## src/rtl/hazard_detection_unit_pkg.sv

```systemverilog
// Shared pipeline definitions for the hazard detection unit: register-zero
// constant, stall FSM encoding and default performance-counter width.
package hazard_detection_unit_pkg;
  localparam logic [4:0] REG_ZERO = 5'd0;
  localparam int         HZ_CNT_W = 16;

  typedef enum logic {
    HZ_RUN   = 1'b0,
    HZ_STALL = 1'b1
  } hz_state_e;
endpackage

```

## src/rtl/hazard_detection_unit_sat_counter.sv

```systemverilog
// Saturating up-counter with synchronous active-high reset; holds at all-ones.
module sat_counter #(
  parameter int W = 16
) (
  input  logic         clk_i,
  input  logic         rst_i,
  input  logic         inc_i,
  output logic [W-1:0] cnt_o
);
  logic [W-1:0] cnt_q, cnt_d;

  always_comb begin
    cnt_d = cnt_q;
    if (inc_i && (cnt_q != {W{1'b1}})) cnt_d = cnt_q + W'(1);
  end

  always_ff @(posedge clk_i) begin
    if (rst_i) cnt_q <= '0;
    else       cnt_q <= cnt_d;
  end

  assign cnt_o = cnt_q;
endmodule

```

## src/rtl/hazard_detection_unit.sv

```systemverilog
// Stall/flush controller for the 5-stage pipeline: load-use and ID-branch
// operand stalls, taken-branch squash, perf counters and a stuck-stall watchdog.
module hazard_detection_unit
  import hazard_detection_unit_pkg::*;
#(
  parameter int CNT_W     = HZ_CNT_W,
  parameter int MAX_STALL = 3
) (
  input  logic             Clk,
  input  logic             Reset,
  input  logic             MemRead_ID_EX,
  input  logic             RegWrite_ID_EX,
  input  logic [4:0]       Rd_ID_EX,
  input  logic             MemRead_EX_MEM,
  input  logic [4:0]       Rd_EX_MEM,
  input  logic [4:0]       Rs_IF_ID,
  input  logic [4:0]       Rt_IF_ID,
  input  logic             Uses_Rt_ID,
  input  logic             Branch_ID,
  input  logic             Branch_Taken_ID,
  output logic             PC_Write,
  output logic             IF_ID_Write,
  output logic             ID_EX_Flush,
  output logic             IF_ID_Flush,
  output logic             Stalling,
  output logic [CNT_W-1:0] Stall_Count,
  output logic [CNT_W-1:0] Flush_Count,
  output logic             Hazard_Error
);
  localparam int RL_W = (MAX_STALL < 7) ? 3 : $clog2(MAX_STALL + 2);

  hz_state_e        state_q, state_d;
  logic [RL_W-1:0]  run_len_q, run_len_d;
  logic             err_q, err_d;
  logic             load_use, br_ex, br_mem, stall_req, br_flush;

  function automatic logic src_match(input logic [4:0] rd, input logic [4:0] rs,
                                     input logic [4:0] rt, input logic use_rt);
    return (rd != REG_ZERO) && ((rd == rs) || (use_rt && (rd == rt)));
  endfunction

  assign load_use  = MemRead_ID_EX && src_match(Rd_ID_EX, Rs_IF_ID, Rt_IF_ID, Uses_Rt_ID);
  assign br_ex     = Branch_ID && RegWrite_ID_EX &&
                     src_match(Rd_ID_EX, Rs_IF_ID, Rt_IF_ID, Uses_Rt_ID);
  assign br_mem    = Branch_ID && MemRead_EX_MEM &&
                     src_match(Rd_EX_MEM, Rs_IF_ID, Rt_IF_ID, Uses_Rt_ID);
  assign stall_req = load_use || br_ex || br_mem;
  // Stale operands during a stall make the comparator result meaningless.
  assign br_flush  = Branch_ID && Branch_Taken_ID && !stall_req;

  always_comb begin
    PC_Write    = 1'b1;
    IF_ID_Write = 1'b1;
    ID_EX_Flush = 1'b0;
    IF_ID_Flush = 1'b0;
    if (Reset) begin
      PC_Write    = 1'b0;
      IF_ID_Write = 1'b0;
      ID_EX_Flush = 1'b1;
      IF_ID_Flush = 1'b1;
    end else if (stall_req) begin
      PC_Write    = 1'b0;
      IF_ID_Write = 1'b0;
      ID_EX_Flush = 1'b1;
    end else if (br_flush) begin
      IF_ID_Flush = 1'b1;
    end
  end

  // run_len counts consecutive stall edges, so it reaches MAX_STALL on the
  // edge that would begin stall cycle MAX_STALL+1.
  always_comb begin
    state_d   = state_q;
    run_len_d = run_len_q;
    err_d     = err_q;
    if (stall_req) begin
      state_d = HZ_STALL;
      if (run_len_q == RL_W'(MAX_STALL)) err_d = 1'b1;
      if (run_len_q != {RL_W{1'b1}}) run_len_d = run_len_q + RL_W'(1);
    end else begin
      state_d   = HZ_RUN;
      run_len_d = '0;
    end
  end

  always_ff @(posedge Clk) begin
    if (Reset) begin
      state_q   <= HZ_RUN;
      run_len_q <= '0;
      err_q     <= 1'b0;
    end else begin
      state_q   <= state_d;
      run_len_q <= run_len_d;
      err_q     <= err_d;
    end
  end

  assign Stalling     = (state_q == HZ_STALL);
  assign Hazard_Error = err_q;

  sat_counter #(.W(CNT_W)) u_stall_cnt (
    .clk_i (Clk),
    .rst_i (Reset),
    .inc_i (stall_req),
    .cnt_o (Stall_Count)
  );

  sat_counter #(.W(CNT_W)) u_flush_cnt (
    .clk_i (Clk),
    .rst_i (Reset),
    .inc_i (br_flush),
    .cnt_o (Flush_Count)
  );
endmodule

```

## config.mk

```make
export PLATFORM = sky130hd
export DESIGN_NAME = hazard_detection_unit
export DESIGN_NICKNAME = d
export VERILOG_FILES = /design/src/rtl/hazard_detection_unit_pkg.sv /design/src/rtl/hazard_detection_unit_sat_counter.sv /design/src/rtl/hazard_detection_unit.sv
export SDC_FILE = /design/constraint.sdc
export NUM_CORES = 1
export LEC_CHECK = 0
export ABC_CLOCK_PERIOD_IN_PS = 2900
export CAP_MARGIN = 40
export CORE_ASPECT_RATIO = 0.8
export CORE_UTILIZATION = 45
export CTS_CLUSTER_DIAMETER = 30
export DETAILED_ROUTE_END_ITERATION = 10
export PLACE_DENSITY = 0.79
export SLEW_MARGIN = 20
export SYNTH_ARGS = -nofsm -noshare
export SYNTH_HDL_FRONTEND = slang
export SYNTH_SLANG_ARGS = --single-unit
```

## constraint.sdc

```tcl
create_clock -name Clk -period 2.9 [get_ports Clk]
set_input_delay 0.58 -clock Clk [delete_from_list [all_inputs] [get_ports Clk]]
set_output_delay 0.58 -clock Clk [all_outputs]
set_load 0.005 [all_outputs]
```

==> results of run 1 <==
metrics by stage:
step / std cells / utilization / total power, uW / cell area, um2
after floorplan: 263 / - / 598 / 2180
after global placement: 392 / 0.641 / 682 / 2960
after detailed placement: 393 / 0.643 / 686 / 2970
after CTS: 402 / 0.675 / 1120 / 3120
after global routing: 403 / 0.686 / 1180 / 3170
final: 403 / 0.686 / 1120 / 3170
sequential cells by signal, summed over array words and instances (netlist names):
register / flops
u_stall_cnt.cnt_o: 16
run_len_q: 3
u_flush_cnt.cnt_o: 16
Stalling: 1
Hazard_Error: 1
worst reg2reg max path: stages, from the launching register on:
cell,delay (ns)
dfxtp_1,0.40
ha_1,0.19
nand3_1,0.08
buf_4,0.18
nor4_1,0.35
nor2b_1,0.09
a22oi_1,0.25
buf_4,0.25
mux2i_1,0.20
nor2_1,0.05
Yosys cell counts, drive strengths merged (4+ instances only):
library cell / n / share of area
xnor2: 20 / 0.080
nand2: 18 / 0.031
ha: 5 / 0.029
nor2: 19 / 0.033
buf: 6 / 0.019
or4: 18 / 0.062
nand3: 12 / 0.028
or3: 5 / 0.014
inv: 7 / 0.012
nand2b: 4 / 0.011
nand4: 11 / 0.032
nor2b: 7 / 0.020
and3: 4 / 0.011
o21ai: 9 / 0.021
dfxtp: 37 / 0.34
a21oi: 27 / 0.062
o31ai: 16 / 0.055
clkbuf: 7 / 0.012
power by group:
part | leakage [uW] | switching (uW) | internal (uW)
Combinational | 0.000805 | 81.1 | 91.8
Clock | 0.0000540 | 187 | 250
Sequential | 0.000298 | 3.75 | 511
timing repair:
action                     CTS  global route
setup endpoints to repair    4             4
pin swaps                    6             9
buffers inserted             2             1
gates resized for setup     18            12
worst max-delay path by stage:
stage                      start          end  depth (start not counted)
global placement    Rd_EX_MEM[0]  IF_ID_Write                          6
finish              Rd_EX_MEM[2]  IF_ID_Flush                          6
floorplan           Rd_EX_MEM[0]     PC_Write                          7
global route         Rt_IF_ID[2]  IF_ID_Flush                          7
CTS                 Rd_EX_MEM[4]  IF_ID_Flush                          7
detailed placement  Rd_EX_MEM[0]  IF_ID_Write                          6
kinds of logic after synthesis:
logic type,Yosys count,share of synthesized area
AND/OR/NAND/NOR,112,0.287
AO/OA/AOI/OAI,62,0.188
flip-flops,37,0.340
XOR/XNOR,22,0.0885
buffers and inverters,20,0.0431
multiplexers,5,0.0247
adder cells (fa/ha/maj),5,0.0287
layer usage:
metal	up-vias	wire [um]
li1	1137	-
met2	72	2720
met3	9	361
met5	-	0
met4	0	51
met1	1054	2780
area by class of cell:
| type | count | area, um2 |
|---|---|---|
| timing repair buffer | 86 | 832 |
| clock buffer | 5 | 68.8 |
| sequential | 37 | 741 |
| inverter | 7 | 26.3 |
| fill | 387 | 1450 |
| multi-input combinational | 206 | 1390 |
| tap | 60 | 75.1 |
| clock inverter | 2 | 35.0 |
==> results.env, run 1 <==
OUTCOME='complete, no violations'
GLOBALROUTEMET2UTIL=0.373
DIEAREA_UM2=5120
FINAL_MIN_PERIOD_OVER_CLOCK_PERIOD=0.989
DRT-VIAS-PER-INSTANCE=5.64
DPL_WORST_SLACK_NS=-0.447
ROUTE.DETAILED.WL_PER_INST_UM=14.7
CRIT_BUF_INV=2
R2R_START='u_stall_cnt.cnt_o[0]'
CP_COMMON_CELL='dlygate4sd2_1'
POSTROUTEANTENNANETS=0
FINALHOLDVIOLATIONS=0
WORSTHOLDPATHCELLS=2
DRTITER0DRC=132
POST-ROUTE-MIN-PERIOD_NS=2.87
FINALSETUPVIOLCOUNT=0
GRTUSAGETOTAL=0.238
POWER.STATIC_LEAKAGE_uW=0.00116
CRITICAL_PATH_CLASS='in2out'
LAYOUT.CELLS.MOST_COMMON_LIST='clkdlybuf4s50_1 (48), dfxtp_1 (37), a21oi_1 (27), xnor2_1 (20), buf_4 (20)'
PLACE.PORT_BUFFERS=65
CHIPHEIGHT_UM=64.2
START_KIND='input port'
ANT_DIODES=0
WORSTHOLDSTART='u_flush_cnt.cnt_o[15]'
MAX_CLK_RATE_GHz=0.349
LAYOUT_SETUP_WS_NS=0.0311
YOSYSSEQAREASHARE=0.340
DIE_W_UM=79.8
MIN_PATH_TYPE='reg2reg'
USE_MET1=0.329
CRIT_CHAIN='dlygate4sd2_1 -> or3_4 -> o311a_4 -> a221oi_2 -> or2_4 -> dlygate4sd2_1'
LAYOUT-AREA-OVERHEAD-VS-SYNTH_PCT=45.5
CRIT_FAMILY='compound AO/OA/AOI/OAI gates'
GRT_PASS1_WL_UM=9580
MAXIMUM_NUMBER_OF_PINS_ON_ONE_NET_BEFORE_GLOBAL_ROUTE_REPAIR=34
TRITONCTS.NUM_BUFFERS=5
WORST_HOLD_SLACK_NS=0.496
PEAK_VDD_IR_mV=0.194
SYN-INSTANCE-COUNT=263
CRITICAL-PATH-MAX-STAGE-DELAY_NS=0.39
WORST_CLOCK_SKEW_NS=0.00885
SYNTHARSTFLOPSHARE=0
HOLDPATHEND='u_flush_cnt.cnt_o[15]'
MAXCAPVIOLATIONS=0
CTS-HOLD-FIX-BUFFERS=0
POST-DP-HPWL_UM=4140
RELSLEWSLACK=0.743
NUMBER_OF_GLOBAL_ROUTE_VIAS_BEFORE_REPAIR=2083
PRE_REPAIR_DR_ITERATION_COUNT=4
NUMBER_OF_VIAS_IN_THE_ROUTED_LAYOUT=2272
NUM-NETS-FINAL=376
WORST-PATH-MAX-FANOUT=3
WORSTSETUPENDPOINTTYPE='output port'
INITIAL_CORE_UTIL=0.471
HTREEDEPTH=2
CTS_ROOT_BUFFER='clkbuf_8'
GLOBAL_ROUTE.OVERFLOW_TOTAL=0
YS_SEQ_ELEMENTS=37
REG2REG_TO='u_stall_cnt.cnt_o[1]'
SYNTHDISTINCTLIBCELLS=40
POST-ROUTE-DRC-COUNT=0
CLKSLEWWORSTSETUPHOLDPATHS_NS=0.08
RSZ_0062_RAISED_AFTER_GLOBAL_ROUTING='yes'
SYNTH.CELL_AREA_UM2=2180
SYNTH-EDFF-COUNT=0
CLOCKBUFFERDEPTH=2
WORSTSKEWPAIRLATENCY_NS=0.29
DRIVE_ABOVE_1_SHARE=0.125
GROUTE.LAYER.MET3.USAGE=0.0514
ROUTED_WIRELENGTH_UM=5920
CLOCK_TREE_FROM_TRITONCTS='done'
RR_WORST_DEPTH=9
GRT_MOST_USED_LAYER='met2'
REG2REG_SLACK_NS=0.75
FINAL-MAX-SLEW-VIOLATION-COUNT=0
WORST_PIN_SLEW_NS=0.384
YOSYSWARNINGS=0
ANTENNA_VIOLATIONS_BEFORE_REPAIR=0
SYN_AVG_CELL_AREA_UM2=8.28
ARRIVAL_NS=2.29
COREAREA_UM2=4620
NUM_IO_PINS=66
GP_CONGESTION=0.804
SYNTHESIS.NETS=296
ROW_COUNT=22
SYNTH-MAIN-FF-CELL='dfxtp_1'
LAYOUT.CELLS.MOST_COMMON='clkdlybuf4s50_1'
CLOCK-SINKS=37
REQUIRED_NS=2.32
POWER.DENSITY_CELL_AREA_nW_PER_UM2=355
FINALSETUPTNS_NS=0
WORST_PATH_MAX_DELAY_CELL='or3_4'
Power figures use the tool's default switching activity.
==> run 2, diff against run 1 <==
--- a/config.mk
+++ b/config.mk
@@ -12,7 +12,7 @@
 export CTS_CLUSTER_DIAMETER = 30
 export DETAILED_ROUTE_END_ITERATION = 10
 export PLACE_DENSITY = 0.79
-export SLEW_MARGIN = 20
+export SLEW_MARGIN = 5
 export SYNTH_ARGS = -nofsm -noshare
 export SYNTH_HDL_FRONTEND = slang
 export SYNTH_SLANG_ARGS = --single-unit
==> results of run 2 <==
No change in the layout: final DEF, timing and power equal those of run 1.
==> run 3, diff against run 2 <==
--- a/config.mk
+++ b/config.mk
@@ -15,4 +15,5 @@
 export SLEW_MARGIN = 5
 export SYNTH_ARGS = -nofsm -noshare
 export SYNTH_HDL_FRONTEND = slang
+export SYNTH_HIERARCHICAL = 1
 export SYNTH_SLANG_ARGS = --single-unit
==> results.env, run 3 <==
WORSTHOLDPATHCELLS=2
CRITICAL_PATH_CLASS='in2reg'
YOSYSSEQAREASHARE=0.331
WORST_CLOCK_SKEW_NS=0.00813
SYN_AVG_CELL_AREA_UM2=8.61
YS_SEQ_ELEMENTS=37
TOTAL_POWER_uW=995
WORST_PIN_SLEW_NS=0.850
FINAL_AREA_UM2=3280
LAYOUT.CELLS.MOST_COMMON_LIST='clkdlybuf4s50_1 (43), dfxtp_1 (37), buf_4 (28), xor2_1 (18), a21oi_1 (18)'
MIN_PATH_TYPE='reg2reg'
POST-DP-HPWL_UM=4090
ANT_DIODES=0
POST-ROUTE-MIN-PERIOD_NS=2.85
CLKSLEWWORSTSETUPHOLDPATHS_NS=0.08
POWER.SHARE.SWITCHING=0.245
NUM-NETS-FINAL=384
WORST_HOLD_SLACK_NS=0.482
TOPROUTINGLAYERUSED='met4'
SEQUENTIAL_GROUP_SHARE_OF_TOTAL_POWER=0.517
POST-ROUTE-DRC-COUNT=0
YS_TOP_CELLS_BY_AREA='dfxtp_1 (33%), xor2_1 (7.4%), or4_1 (5.4%)'
TOP_COUNT_CELL_POST_SYNTH='dfxtp_1'
MOST_FREQUENT_CELLS_AFTER_SYNTHESIS='dfxtp_1 (37), a21oi_1 (22), xor2_1 (19), nor2_1 (17), or4_1 (16)'
UTILIZATION=0.700
DPL_WORST_SLACK_NS=-0.448
WORSTSKEWPAIRLATENCY_NS=0.28
DIE_W_UM=80.9
SYNTHDISTINCTLIBCELLS=42
PRE_REPAIR_DR_ITERATION_COUNT=4
FINAL_MIN_PERIOD_OVER_CLOCK_PERIOD=0.983
POWER.DENSITY_CELL_AREA_nW_PER_UM2=304
POWER.CLOCK.FRACTION=0.348
PLACE.PORT_BUFFERS=65
NUMBER_OF_VIAS_IN_THE_ROUTED_LAYOUT=2362
CLOCK_TREE_FROM_TRITONCTS='done'
YOSYSWARNINGS=6
ROUTED_WIRELENGTH_UM=5730
CLOCKBUFFERDEPTH=2
FINALHOLDVIOLATIONS=0
RR_WORST_DEPTH=4
NUM_IO_PINS=66
CTS-HOLD-FIX-BUFFERS=0
SYNTHARSTFLOPSHARE=0
SYNTH-EDFF-COUNT=0
WORST-PATH-MAX-FANOUT=9
TOTAL_SWITCHING_POWER_uW=244
POSTROUTEANTENNANETS=0
GRT_PASS1_WL_UM=9240
CTS_ROOT_BUFFER='clkbuf_8'
FINALSETUPVIOLCOUNT=0
DRIVE_ABOVE_1_SHARE=0.202
HTREEDEPTH=2
START_KIND='input port'
COMBPWRFRAC=0.136
MAXCAPVIOLATIONS=0
SYN-INSTANCE-COUNT=260
WIRELENGTH_MET1_UM=2620
LAYOUT_SETUP_WS_NS=0.0506
LAYOUT.CELLS.MOST_COMMON='clkdlybuf4s50_1'
POWER.STATIC_LEAKAGE_uW=0.00118
COREAREA_UM2=4680
WORSTSETUPENDPOINTTYPE='flop'
MAXIMUM_NUMBER_OF_PINS_ON_ONE_NET_BEFORE_GLOBAL_ROUTE_REPAIR=41
OUTCOME='complete, no violations'
GRTUSAGETOTAL=0.219
SYNTHESIS.NETS=293
ARRIVAL_NS=3.06
ROW_COUNT=22
MET2_WIRELENGTH_UM=2770
DIEAREA_UM2=5260
ROUTE.DETAILED.WL_PER_INST_UM=13.9
INTERNAL_POWER_uW=751
SYNTH_LARGEST_AREA_CELL='dfxtp_1'
GLOBAL_ROUTE.OVERFLOW_TOTAL=0
SYNTH-MAIN-FF-CELL='dfxtp_1'
REQUIRED_NS=3.11
INITIAL_CORE_UTIL=0.479
GP_CONGESTION=0.836
SYNTH.CELL_AREA_UM2=2240
TRITONCTS.NUM_BUFFERS=5
N_FILL_CELL=388
MULTI_INPUT_COMB_AREA_UM2=1490
DRTITER0DRC=118
NUMBER_OF_GLOBAL_ROUTE_VIAS_BEFORE_REPAIR=2135
MAX_CLK_RATE_GHz=0.351
SYNTH_TOP_AREA_SHARE=0.331
RELSLEWSLACK=0.429
CHIPHEIGHT_UM=65.1
LAYOUT.AREA.SEQ_UM2=741
DRT-VIAS-PER-INSTANCE=5.73
PEAK_VDD_IR_mV=0.241
FINAL-MAX-SLEW-VIOLATION-COUNT=0
ANTENNA_VIOLATIONS_BEFORE_REPAIR=0
WL_MET3_UM=300
PLACED_CELL_AREA_UM2=3110
CLOCK-SINKS=37
LAYOUT-AREA-OVERHEAD-VS-SYNTH_PCT=46.3
-- run 3: cell count changes after synthesis, moves of 5 or more --
cell and delta:
a21oi_1 -5, nand2_1 -6, nand4_1 -5, nor3_1 +8, xnor2_1 -14, xor2_1 +17
-- run 3: cells by family after synthesis --
group / share of synthesized area
muxes: 0.0235
buffers and inverters: 0.0397
and+or+nand+nor: 0.328
DFF: 0.331
AOI/OAI and AO/OA: 0.152
adders and majority gates: 0.0279
xor gates and xnor gates: 0.0978
-- run 3: stage by stage --
step,cells,TNS [ns]
4_1_cts,411,0
3_3_place_gp,401,-8.40
3_5_place_dp,401,-9.98
6_report,412,0
2_1_floorplan,260,0
5_1_grt,412,-0.00912
-- run 3: critical path, stage by stage --
cell           delay, ns
dlygate4sd2_1       0.26
xor2_1              0.18
nor4_2              0.28
a32oi_1             0.13
o32a_1              0.37
buf_6               0.13
buf_4               0.13
clkinvlp_4          0.10
nand2_1             0.09
buf_6               0.15
or4_4               0.49
a21oi_2             0.15
-- run 3: power by group through the flow --
stage | clock, uW | sequential (uW) | combinational, uW
final | 346 | 514 | 135
after global routing | 380 | 515 | 146
after global placement | 0 | 526 | 134
after detailed placement | 0 | 526 | 137
after floorplan | 0 | 526 | 50.5
after CTS | 356 | 514 | 132
-- run 3: path summary, 6_finish.rpt --
kind | from | endpoint | slack (ns)
worst min register to register | Hazard_Error | Hazard_Error | 0.48
worst max register to register | u_stall_cnt/cnt_o[13] | u_stall_cnt/cnt_o[11] | 0.84
worst max-delay path | Rd_ID_EX[0] | u_stall_cnt/cnt_o[9] | 0.05
worst min-delay path | Hazard_Error | Hazard_Error | 0.48
-- run 3: routing by layer --
layer	track usage	vias up
met1	0.284	1114
li1	-	1170
met5	0	-
met4	0.0469	0
met3	0.0528	4
met2	0.369	74
-- run 3: what timing repair did --
| action | in CTS | in global routing |
|---|---|---|
| pin swaps | 9 | 8 |
| setup buffers | 2 | 1 |
| setup endpoints to repair | 20 | 23 |
| resized for setup | 29 | 23 |
-- run 3: layout make-up --
type                    instances  area share
repair buffers                 95       0.259
flip-flops and latches         37       0.226
well taps                      60      0.0229
multi-input cells             203       0.455
inverters                       9      0.0115
clock inverters                 2     0.00306
clock buffers                   6      0.0222
